File: config.mk
export PLATFORM = sky130hd
export DESIGN_NAME = fetch_queue
export DESIGN_NICKNAME = d
export VERILOG_FILES = /design/src/rtl/fetch_queue.sv
export SDC_FILE = /design/constraint.sdc
export NUM_CORES = 1
export LEC_CHECK = 0
export CORE_ASPECT_RATIO = 1.75
export CORE_MARGIN = 2
export CORE_UTILIZATION = 30
export CTS_BUF_LIST = sky130_fd_sc_hd__clkbuf_2
export DETAILED_ROUTE_END_ITERATION = 16
export PLACE_DENSITY_LB_ADDON = 0.2
export SLEW_MARGIN = 0
export SYNTH_ARGS = -nofsm -noshare
export SYNTH_HDL_FRONTEND = slang
export SYNTH_SLANG_ARGS = --single-unit
File: constraint.sdc
create_clock -name clk -period 7.6 [get_ports clk]
set_input_delay 1.52 -clock clk [delete_from_list [all_inputs] [get_ports clk]]
set_output_delay 1.52 -clock clk [all_outputs]
set_load 0.02 [all_outputs]
File: src/rtl/fetch_queue.sv
// Decoupled instruction-fetch front end: owns the PC, reads a combinational imem
// port and buffers {instr, pc} in a DEPTH-entry FIFO. Optional FETCH_HALT_EN halts on a zero word.
module fetch_queue #(
    parameter int unsigned              ADDR_WIDTH = 32,
    parameter int unsigned              DATA_WIDTH = 32,
    parameter int unsigned              DEPTH      = 4,
    parameter logic [ADDR_WIDTH-1:0]    RESET_PC   = '0
) (
    input  logic                          clk,
    input  logic                          reset,
    input  logic                          fetch_en,
    input  logic                          redirect_valid,
    input  logic [ADDR_WIDTH-1:0]         redirect_target,
    output logic [ADDR_WIDTH-1:0]         imem_addr,
    input  logic [DATA_WIDTH-1:0]         imem_rdata,
    output logic                          out_valid,
    input  logic                          out_ready,
    output logic [DATA_WIDTH-1:0]         out_instr,
    output logic [ADDR_WIDTH-1:0]         out_pc,
    output logic [ADDR_WIDTH-1:0]         out_pc_plus8,
    output logic [$clog2(DEPTH):0]        count,
    output logic                          halted
);
    localparam int unsigned PW = $clog2(DEPTH);
    localparam int unsigned CW = PW + 1;
    localparam logic [CW-1:0] FULL = CW'(DEPTH);

    logic [ADDR_WIDTH-1:0] pc;
    logic [PW-1:0]         rd_ptr, wr_ptr;
    logic [CW-1:0]         cnt, cnt_nxt;
    logic [DATA_WIDTH-1:0] instr_q [DEPTH];
    logic [ADDR_WIDTH-1:0] pc_q    [DEPTH];

    logic empty, full, pop, can_push, push, running, stop;

    // Target low bits are dropped: the PC is always word aligned.
    logic unused_target_bits;
    assign unused_target_bits = ^redirect_target[1:0];

    assign empty     = (cnt == '0);
    assign full      = (cnt == FULL);
    assign out_valid = !empty && !redirect_valid;
    assign pop       = out_valid && out_ready;
    assign can_push  = running && fetch_en && !redirect_valid && (!full || pop);
    assign push      = can_push && !stop;
    assign imem_addr = pc;
    assign count     = cnt;

`ifdef FETCH_HALT_EN
    typedef enum logic {RUN, HALT} state_t;
    state_t state;
    logic   halted_r;

    assign running = (state == RUN);
    assign stop    = can_push && (imem_rdata == '0);
    assign halted  = halted_r;

    // Halt on a zero word; only a redirect brings fetch back.
    always_ff @(posedge clk or negedge reset) begin
        if (!reset) begin
            state    <= RUN;
            halted_r <= 1'b0;
        end else begin
            case (state)
                RUN: begin
                    if (stop) begin
                        state    <= HALT;
                        halted_r <= 1'b1;
                    end
                end
                HALT: begin
                    if (redirect_valid) begin
                        state    <= RUN;
                        halted_r <= 1'b0;
                    end
                end
                default: begin
                    state    <= RUN;
                    halted_r <= 1'b0;
                end
            endcase
        end
    end
`else
    assign running = 1'b1;
    assign stop    = 1'b0;
    assign halted  = 1'b0;
`endif

    always_comb begin
        cnt_nxt = cnt;
        case ({push, pop})
            2'b10:   cnt_nxt = cnt + CW'(1);
            2'b01:   cnt_nxt = cnt - CW'(1);
            default: cnt_nxt = cnt;
        endcase
    end

    always_ff @(posedge clk or negedge reset) begin
        if (!reset) begin
            pc     <= {RESET_PC[ADDR_WIDTH-1:2], 2'b00};
            rd_ptr <= '0;
            wr_ptr <= '0;
            cnt    <= '0;
        end else if (redirect_valid) begin
            pc     <= {redirect_target[ADDR_WIDTH-1:2], 2'b00};
            rd_ptr <= '0;
            wr_ptr <= '0;
            cnt    <= '0;
        end else begin
            if (push) begin
                pc     <= pc + ADDR_WIDTH'(4);
                wr_ptr <= wr_ptr + PW'(1);
            end
            if (pop)
                rd_ptr <= rd_ptr + PW'(1);
            cnt <= cnt_nxt;
        end
    end

    // Storage needs no reset: the head outputs are masked while empty.
    always_ff @(posedge clk) begin
        if (push) begin
            instr_q[wr_ptr] <= imem_rdata;
            pc_q[wr_ptr]    <= pc;
        end
    end

    assign out_instr    = empty ? '0 : instr_q[rd_ptr];
    assign out_pc       = empty ? '0 : pc_q[rd_ptr];
    assign out_pc_plus8 = empty ? '0 : pc_q[rd_ptr] + ADDR_WIDTH'(8);

endmodule
-- After elaboration in Yosys (flattened, before gate mapping)
Memory sizes are Yosys's and may differ from the RTL's.
Index checks and enable logic that the tools add are counted.
- equality and inequality tests: 3
- add/subtract/negate cells: 6
- mux-type cells: 13
- reductions and logical operators: 12
- operator list (kind ; number):
    32-bit two-way mux ; 5
    32-bit by 3-bit adder with 32-bit output (second input constant) ; 1
    32-bit by 4-bit adder with 32-bit output (second input constant) ; 1
    2-bit two-way mux ; 4
    3-bit one-hot mux with 2 select lines ; 1
    2-bit by 1-bit adder with 2-bit output (second input constant) ; 2
    1-bit logical AND ; 4
    2-bit nonzero test ; 2
    3-bit by 1-bit adder with 3-bit output (second input constant) ; 1
    3-bit == test (second input constant) ; 1
    1-bit zero test ; 3
    3-bit zero test ; 1
    3-bit two-way mux ; 1
    3-bit nonzero test ; 1
    3-bit by 1-bit subtractor with 3-bit output (second input constant) ; 1
    2-bit by 1-bit == test with 1-bit output (second input constant) ; 1
    2-bit == test (second input constant) ; 1
    1-bit two-way mux ; 2
    1-bit logical OR ; 1
- output and inout port bits: 133
- bits in registers: 39
- memories: 2
- RAM bits: 256
- memories (memory ; words ; width ; rd ports ; clocked after Yosys merged registers in ; wr ports ; RTL line ; text):
    instr_q ; 4 ; 32 ; 1 ; 0 ; 1 ; 31 ; logic [DATA_WIDTH-1:0] instr_q [DEPTH];
    pc_q ; 4 ; 32 ; 1 ; 0 ; 1 ; 32 ; logic [ADDR_WIDTH-1:0] pc_q [DEPTH];

-- Logic depth before layout (Yosys ltp)
Gate-level depths: netlist (run 1).
- depth in word-level cells: 9
- gate-level depth with buffers: 9
- depth with buffers taken out: 8

-- Worst setup path after synthesis (run 1)
Ideal clock, no wire load.
- kind: input -> register
- start: input port fetch_en
- end: memory instr_q[3][0], enable pin
- setup time: 0.427 ns
- arrival time: 3.805 ns
- setup slack: 3.369 ns
- stages on the path: 4
- buffers on the path: 1
- path through: buf_2 > inv_2 > nor2_1 > and3_1
- longest elaborated chain between the ends: 4
- ends and longest elaborated chain (what ; RTL line ; text):
    from (decl) ; 11 ; input logic fetch_en,
    1-bit logical AND (2 in series) ; 44 ; assign can_push = running && fetch_en && !redirect_valid && (!full || pop);
    1-bit two-way mux ; 123 ; if (push) begin
    1-bit two-way mux (not written as such) ; 124 ; instr_q[wr_ptr] <= imem_rdata;
    to (decl) ; 31 ;
Every way passes these cells.

-- Worst setup path in the final report (run 1)
- start: register rd_ptr[0]
- end: output port out_pc_plus8[30]
- longest elaborated chain between the ends: 3
- ends and longest elaborated chain (what ; RTL line ; text):
    from (decl) ; 29 ; logic [PW-1:0] rd_ptr, wr_ptr;
    from (signal assigned) ; 116 ; rd_ptr <= rd_ptr + PW'(1);
    memory 4 x 32 bit ; n/a ;
    32-bit by 4-bit adder with 32-bit output ; 131 ; assign out_pc_plus8 = empty ? '0 : pc_q[rd_ptr] + ADDR_WIDTH'(8);
    32-bit two-way mux ; 131 ;
    to (decl) ; 20 ; output logic [ADDR_WIDTH-1:0] out_pc_plus8,
Every way passes these cells.

==> qor.csv, run 1 <==
metric,value,unit
Synth Area in Compound Gates,2.58,%
Yosys reg bits,285,
Die X,158,µm
worst skew pair latency,0.93,ns
Unique masters post-synth,52,
IO Pins,202,
min cycle time layout,6.18,ns
critical path peak fanout,44,
Post-synth top cells,"248 x edfxtp_1, 65 x and2_1, 51 x mux4_2",
area growth from synthesis to final layout,25.0,%
CTS tree,done,
Post-Synthesis Cells,768,
total gr overflow,0,
RD Place Congestion,0.727,
Detailed Place HPWL,20.1,mm
simple-gate share of the synthesized area,11.4,%
final slew viol count,0,
Synth Area per Inst,16.2,µm²
Clock Sinks,285,
Max-slew headroom,29.3,%
maximum clock path buffer count,3,
Post-Synth XOR/XNOR Area,2.82,%
crit path kind,reg2out,
PwrDens,232,nW/µm²
largest area contributor in the synthesized netlist,edfxtp_1,
NetSw,1.07,mW
Clk pwr share,29.0,%
area of the multi-input gates,3780,µm²
Int Pwr,2.54,mW
Design Power,3.61,mW
NumNets Final,1074,
peak supply drop,0.115,mV
mux contribution to synthesized area,12.5,%
Setup Buffers After CTS,0,
Hold Startpoint,wr_ptr[1],
clock slew at reported path FFs,0.12,ns
register area,8380,µm²
initial antenna violation count,1,
worst-margin pin slew,1.06,ns
root buffer cell,clkbuf_2,
number of synthesized flops with an enable pin,248,
Fill cells,3966,
Gate power share,19.8,%
Max Cap Viol,0,
first-pass GRT wire length,47.0,mm
Overall Global Routing Usage,14.8,%
CP endpoint kind,primary output,
r2r startpoint,count[0],
vias in the first global route,8086,
vias per std cell,4.67,
Leak,5.18,nW
ys async rst share,13.0,%
ANT nets after route,0,
f_max,162,MHz
Hold Buf Count CTS,0,
# resized after CTS,0,
I/O Buffers,192,
Adder-Cell Fraction of Synth Area,0.766,%
main combinational cell family by area after synthesis,multiplexers,
die area,43100,µm²
core area,40800,µm²
largest net degree at the start of global routing,64,
"Warnings, synthesis",0,
unrepaired setup endpoints after global routing,false,
post-synth top area share,60.0,%
layout cells sized above 1,18.1,%
setup_tns,0,ns
final WL,31.5,mm
final setup violation count,0,
Final Skew,0.0707,ns
startpoint types,flip-flop,
outcome,"complete, no violations",
Hold Crit Class,reg2reg,
top-count cell post-synth,edfxtp_1,
mapped cell area,12400,µm²
Critical Path RT,6.08,ns
post-synthesis sequential area ratio,67.4,%
initial drt markers,264,
# rows,98,
Main synth FF type,edfxtp_1,
Pre-antenna DRT Iters,6,
Final Cycle Share,81.3,%
H-tree levels,3,
Initial Util,30.4,%
sequential power share,51.2,%
Avg WL per Cell,19.7,µm
CP startpoint,rd_ptr[0],
Worst Path Arrival,4.66,ns
routed via count,7483,
largest cells by area after synthesis,"edfxtp_1 60%, mux4_2 9.2%, dfrtp_1 7.5%, and2_1 3.3%, mux4_1 2.3%",
CTS buffer count,70,
die height,273,µm
Sw Ratio,29.6,%
DRC Markers,0,
Final Hold Fails,0,
power groups by stage:
stage / combinational, mW / clock (mW) / sequential, mW
after floorplan: 0.409 / 0 / 1.86
after global placement: 0.729 / 0 / 1.88
after detailed placement: 0.731 / 0 / 1.89
after CTS: 0.732 / 1.10 / 1.85
after global routing: 0.767 / 1.18 / 1.86
final: 0.715 / 1.05 / 1.85
cell families after synthesis:
group,after synthesis
flops,285
simple gates,249
fa+ha+maj,7
other cells,1
buf+inv,57
compound gates,57
mux,72
xor+xnor,40
cells in the final DEF, fill, tap and decap left out, types with 6 or more instances in the layout:
cell and count:
nor2_1 41, clkinv_2 8, edfxtp_1 248, and2_1 65, nand4_1 27, clkdlybuf4s50_1 190
and3_1 16, inv_1 9, ha_1 6, xnor2_1 10, xor2_1 30, nand2_1 40
conb_1 7, dfrtp_1 35, mux2_1 9, mux4_1 11, or3_1 8, nand3_1 17
a21oi_1 8, mux4_2 51, a31oi_1 7, clkbuf_2 90, buf_4 7, clkinv_1 16
o21ai_0 35
worst paths after layout:
kind / cells past startpoint / slack (ns) / endpoint
min in group asynchronous: 1 / 0.74 / imem_addr[2]
hold reg to reg: 2 / 0.57 / wr_ptr[1]
hold / removal: 2 / 0.57 / wr_ptr[1]
setup reg to reg: 4 / 4.55 / pc_q[0][29]
max in group asynchronous: 1 / 6.17 / rd_ptr[0]
setup / recovery: 7 / 1.42 / out_pc_plus8[30]
sequential cells by signal (all words and copies together), names as in the netlist:
signal and flops:
wr_ptr 2, instr_q 128, count 3, pc_q 120, imem_addr 30, rd_ptr 2
cell type report:
cell class	instances	area share, %
Sequential cell	285	54.0
Multi-Input combinational cell	432	24.4
Timing Repair Buffer	199	12.7
Tap cell	550	4.43
Clock buffer	90	2.90
Clock inverter	33	1.42
Inverter	10	0.242
Antenna cell	3	0.0483
critical path: stages, from the launching register on:
cell,delay (ns)
dfrtp_4,1.05
buf_4,0.54
mux4_2,0.65
and3_1,0.27
and3_1,0.17
nor3b_1,0.14
mux2_1,0.35
clkdlybuf4s50_1,0.54
layer usage:
layer	track usage (%)	part of all wire, %
met3	3.29	4.7
met2	28.3	56
met1	15.5	37
met4	5.65	2.3
met5	0	0
stage by stage:
| stage | instance area (µm²) | utilization, % | hold WS (ns) | std cells | setup slack (ns) |
|---|---|---|---|---|---|
| floorplan | 12400 | - | 0.543 | 774 | 3.37 |
| global placement | 14900 | 36.4 | 0.557 | 1476 | 2.25 |
| detailed placement | 14900 | 36.4 | 0.560 | 1476 | 2.24 |
| CTS | 15500 | 38.0 | 0.575 | 1599 | 1.15 |
| global route | 15500 | 38.0 | 0.624 | 1600 | 1.01 |
| finish | 15500 | 38.0 | 0.572 | 1602 | 1.42 |
(Power assumes the default switching activity.)
==> run 2: changes to the inputs <==
Clock period 7.6 ns to 6 ns, I/O delays scaled along.
==> run 2 against run 1 <==
  * Flip-flop and latch count unchanged
  * Worst setup slack worse by 0.89 ns
  * Sequential share of layout area up 0.21 points
  * Register-to-register slack worse by 1.4 ns
  * Die area unchanged
  * Routed wire length up 0.62%
==> qor.csv, run 2 (synthesis gave the netlist of run 1 again) <==
metric,value,unit,change
outcome,"complete, no violations",,
clock slew at reported path FFs,0.11,ns,about the same
crit path kind,reg2out,,
peak supply drop,0.111,mV,-3.3%
final WL,31.7,mm,+0.62%
Clock Sinks,285,,unchanged
Worst path most repeated cell,and3_1,,
core area,40800,µm²,unchanged
"commonest non-fill, non-tap cell in the layout",edfxtp_1,,
Critical Path RT,4.80,ns,-1.28 ns
worst skew pair latency,0.87,ns,-0.06 ns
FF-to-FF End,instr_q[0][26],,
Hold Buf Count CTS,0,,unchanged
maximum clock path buffer count,3,,unchanged
cell family with most CP delay,buffers and inverters,,
PwrDens,289,nW/µm²,+24%
Overall Global Routing Usage,15.0,%,+0.14 points
Detailed Place HPWL,20.9,mm,+3.7%
Setup Buffers After CTS,0,,unchanged
NetSw,1.33,mW,+24%
area growth from synthesis to final layout,24.5,%,
Die X,158,µm,unchanged
CP Cell Sequence,"buf_4, mux4_2, and3_1, and3_1, nor3b_1, mux2_1, clkdlybuf4s50_1",,
Int Pwr,3.14,mW,+24%
Max-slew headroom,27.2,%,-2.1 points
initial drt markers,331,,+25%
Pre-antenna DRT Iters,4,,-2
NumNets Final,1076,,+0.19%
Final Hold Fails,0,,unchanged
DRC Markers,0,,unchanged
Critical Path Sink,out_pc_plus8[30],,
Hold Crit Class,in2async,,
Leak,5.18,nW,-0.15%
Initial Util,30.4,%,unchanged
I/O Buffers,192,,unchanged
total gr overflow,0,,unchanged
min cycle time layout,5.47,ns,
Avg WL per Cell,19.9,µm,+1.0%
R2R depth,4,,unchanged
Max Cap Viol,0,,unchanged
Gate power share,20.5,%,+0.7 points
routed via count,7493,,+0.13%
largest net degree at the start of global routing,63,,-1.6%
# rows,98,,unchanged
IO Pins,202,,unchanged
worst-margin pin slew,1.09,ns,+0.0322 ns
R2R setup slack,3.11,ns,-1.44 ns
final setup violation count,0,,unchanged
Final Cycle Share,91.1,%,
number of flip-flops in the largest register,128,,unchanged
initial antenna violation count,1,,unchanged
CP endpoint kind,primary output,,
"Largest stage delay, worst path",0.79,ns,-0.26 ns
layout cells sized above 1,18.4,%,+0.26 points
register area,8380,µm²,unchanged
RD Place Congestion,0.734,,+0.98%
Hold WS,0.424,ns,-0.148 ns
most frequent cells in the layout,"248 x edfxtp_1, 190 x clkdlybuf4s50_1, 96 x clkbuf_2",,
CTS buffer count,68,,-2.9%
Layout Utilization,37.9,%,-0.15 points
root buffer cell,clkbuf_2,,
critical path peak fanout,27,,-39%
unrepaired setup endpoints after global routing,false,,
Fill cells,3965,,-0.025%
Worst Path Buf+Inv,2,,unchanged
# resized after CTS,0,,unchanged
CP Depth,7,,unchanged
setup_tns,0,ns,unchanged
Clk pwr share,27.3,%,-1.7 points
sequential power share,52.2,%,+1.0 points
CTS tree,done,,
vias in the first global route,8118,,+0.40%
Crit-path slowest cell,dfrtp_4,,
CP startpoint,rd_ptr[0],,
H-tree levels,3,,unchanged
first-pass GRT wire length,47.2,mm,+0.32%
Final Skew,0.0529,ns,-0.0178 ns
area of the multi-input gates,3780,µm²,unchanged
Sw Ratio,29.7,%,+0.087 points
die height,273,µm,unchanged
f_max,183,MHz,
vias per std cell,4.69,,+0.51%
die area,43100,µm²,unchanged
ANT nets after route,0,,unchanged
most flop-heavy register,instr_q,,
final slew viol count,0,,unchanged
Worst Path Arrival,4.27,ns,-0.39 ns
r2r startpoint,count[0],,
startpoint types,flip-flop,,
run 2: worst reg2reg max path, stage by stage (launching register included):
cell     delay [ns]
dfrtp_1        0.60
nor4b_2        0.18
nor2_1         0.60
and3_4         0.83
buf_4          0.36
run 2: area by class of cell:
cell class                 count  area share (%)
sequential                   285            54.2
multi-input combinational    432            24.5
timing repair buffer         203            12.9
tap                          550            4.45
clock buffer                  96            3.11
clock inverter                19           0.679
inverter                      10           0.243
antenna                        1          0.0162
run 2: stage by stage:
stage / setup WS (ns) / instances / instance area [µm²] / power [mW]
after floorplan: 2.09 / 774 / 12400 / 2.88
after global placement: 1.32 / 1480 / 14900 / 3.31
after detailed placement: 1.30 / 1480 / 14900 / 3.31
after CTS: 0.254 / 1595 / 15500 / 4.56
after global routing: 0.134 / 1596 / 15500 / 4.71
final: 0.533 / 1596 / 15500 / 4.47
run 2: worst min path at each step:
stage                          to  slack, ns  cells after the start
finish              imem_addr[11]       0.42                      1
global route        imem_addr[11]       0.39                      1
CTS                 imem_addr[11]       0.33                      1
detailed placement      wr_ptr[1]       0.57                      2
global placement        wr_ptr[1]       0.56                      2
floorplan               wr_ptr[1]       0.54                      2
run 2: power groups by stage:
stage	Clock [mW]	Sequential (mW)	Combinational, mW
final	1.22	2.33	0.917
after global routing	1.38	2.35	0.984
after CTS	1.29	2.33	0.937
after detailed placement	0	2.38	0.935
after global placement	0	2.37	0.932
after floorplan	0	2.36	0.518
run 2: metal layers:
| layer | share of wire [%] | GRT usage, % |
|---|---|---|
| met1 | 36 | 14.9 |
| met2 | 57 | 29.2 |
| met3 | 4.8 | 3.09 |
| met4 | 2.4 | 6.44 |
| met5 | 0 | 0 |
==> run 3: changes to the inputs <==
Settings changed: HOLD_SLACK_MARGIN set to 0.05, MAX_ROUTING_LAYER set to met4.
==> run 3 against run 2 <==
  * Die area did not move
  * Global-route usage rose by 0.44 points
  * Maximum frequency fell by 0.18%
  * Power barely moved
  * Clock power barely moved
  * Flip-flop and latch count did not move
  * Combinational power barely moved
  * Critical path depth did not move
  * Clock-buffer cell count did not move
  * Worst setup slack got worse by 0.010 ns
  * Hold slack barely moved
  * Final cell count barely moved
  * Critical path type unchanged
  * Largest cell class unchanged
==> qor.csv, run 3 (synthesis gave the netlist of run 1 again) <==
metric,value,unit,change
Critical Path Sink,out_pc_plus8[22],,
Final Skew,0.0518,ns,-0.00108 ns
Finished Cell Area,15500,µm²,about the same
Max Cap Viol,0,,unchanged
initial drt markers,358,,+8.2%
ANT nets after route,0,,unchanged
die height,273,µm,unchanged
largest net degree at the start of global routing,63,,unchanged
worst-margin pin slew,1.08,ns,-0.0145 ns
setup_tns,0,ns,unchanged
Detailed Place HPWL,20.9,mm,unchanged
busiest grt layer,met2,,
Initial Util,30.4,%,unchanged
CTS buffer count,68,,unchanged
total gr overflow,0,,unchanged
f_max,183,MHz,-0.18%
NumNets Final,1076,,unchanged
dpl ws,1.30,ns,unchanged
H-tree levels,3,,unchanged
Setup Buffers After CTS,0,,unchanged
GR met2 Demand/Resource,29.2,%,+0.046 points
# resized after CTS,0,,unchanged
Worst Path Arrival,4.28,ns,about the same
r2r startpoint,count[0],,
Final Cycle Share,91.3,%,+0.17 points
Pre-antenna DRT Iters,4,,unchanged
final slew viol count,0,,unchanged
core area,40800,µm²,unchanged
area of the multi-input gates,3780,µm²,unchanged
Overall Global Routing Usage,15.4,%,+0.44 points
min cycle time layout,5.48,ns,+0.0101 ns
GR Util met1,14.9,%,about the same
FF-to-FF End,instr_q[0][26],,
Design Power,4.47,mW,about the same
DRC Markers,0,,unchanged
initial antenna violation count,2,,+1
layout cells sized above 1,18.4,%,unchanged
I/O Buffers,192,,unchanged
vias in the first global route,8112,,-0.074%
root buffer cell,clkbuf_2,,
peak supply drop,0.112,mV,+0.67%
Fill cells,3964,,-0.025%
crit path kind,reg2out,,
R2R depth,4,,unchanged
CP endpoint kind,primary output,,
Avg WL per Cell,19.9,µm,about the same
first-pass GRT wire length,47.2,mm,unchanged
Max-slew headroom,28.2,%,+0.97 points
critical path peak fanout,27,,unchanged
worst skew pair latency,0.87,ns,about the same
routed via count,7477,,-0.21%
Placed Area,14900,µm²,unchanged
Die X,158,µm,unchanged
Final Hold Fails,0,,unchanged
die area,43100,µm²,unchanged
Critical Path RT,4.80,ns,about the same
outcome,"complete, no violations",,
number of flip-flops in the largest register,128,,unchanged
M3 GR Usage,2.98,%,-0.11 points
final setup violation count,0,,unchanged
CP startpoint,rd_ptr[0],,
CTS tree,done,,
Clock Sinks,285,,unchanged
"commonest non-fill, non-tap cell in the layout",edfxtp_1,,
area growth from synthesis to final layout,24.5,%,about the same
Hold Crit Class,in2async,,
RD Place Congestion,0.744,,+1.3%
R2R setup slack,3.12,ns,about the same
unrepaired setup endpoints after global routing,false,,
Placed Cells,1480,,unchanged
vias per std cell,4.68,,-0.28%
IO Pins,202,,unchanged
PwrDens,289,nW/µm²,about the same
maximum clock path buffer count,3,,unchanged
clock slew at reported path FFs,0.11,ns,about the same
setup ws final,0.523,ns,-0.0101 ns
register area,8380,µm²,unchanged
most frequent cells in the layout,"248 x edfxtp_1, 190 x clkdlybuf4s50_1, 96 x clkbuf_2",,
Finished Layout Cells,1597,,+0.063%
# rows,98,,unchanged
Leak,5.18,nW,about the same
final WL,31.8,mm,about the same
most flop-heavy register,instr_q,,
startpoint types,flip-flop,,
Hold Buf Count CTS,0,,unchanged
-- run 3: worst min path at each step --
stage	startpoint	to	slack [ns]	depth (start not counted)
6_report	reset	imem_addr[11]	0.42	1
5_1_grt	reset	imem_addr[11]	0.38	1
4_1_cts	reset	imem_addr[11]	0.33	1
3_5_place_dp	wr_ptr[1]	wr_ptr[1]	0.57	2
3_3_place_gp	wr_ptr[1]	wr_ptr[1]	0.56	2
2_1_floorplan	wr_ptr[1]	wr_ptr[1]	0.54	2
-- run 3: power breakdown --
part           switching [mW]  leakage (nW)  internal (mW)
Clock                   0.745         0.461          0.473
Combinational           0.495          2.01          0.422
Sequential             0.0857          2.71           2.25
Total                    1.33          5.18           3.14
-- run 3: per-stage QoR --
| stage | util [%] | hold WS (ns) |
|---|---|---|
| after global routing | 37.9 | 0.382 |
| final | 37.9 | 0.424 |
| after detailed placement | 36.4 | 0.571 |
| after global placement | 36.4 | 0.557 |
| after floorplan | - | 0.543 |
| after CTS | 37.9 | 0.327 |
-- run 3: final cells by class --
class,count,share of cell area (%)
flip-flops and latches,285,54.2
inverters,10,0.243
well taps,550,4.45
diodes,2,0.0323
clock buffers,96,3.11
repair buffers,203,12.9
clock inverters,19,0.679
multi-input cells,432,24.4
-- run 3: metal layers --
metal,wire [µm],vias to the layer above
li1,-,3469
met1,11500,3754
met2,18000,209
met3,1420,45
met4,785,0
met5,0,-
-- run 3: critical path, stage by stage, from the launching register on --
cell and delay [ns]:
dfrtp_4 0.79, buf_4 0.47, mux4_2 0.64, and2_1 0.20, and3_1 0.25, nand3_1 0.13, mux2_1 0.32, clkdlybuf4s50_1 0.60
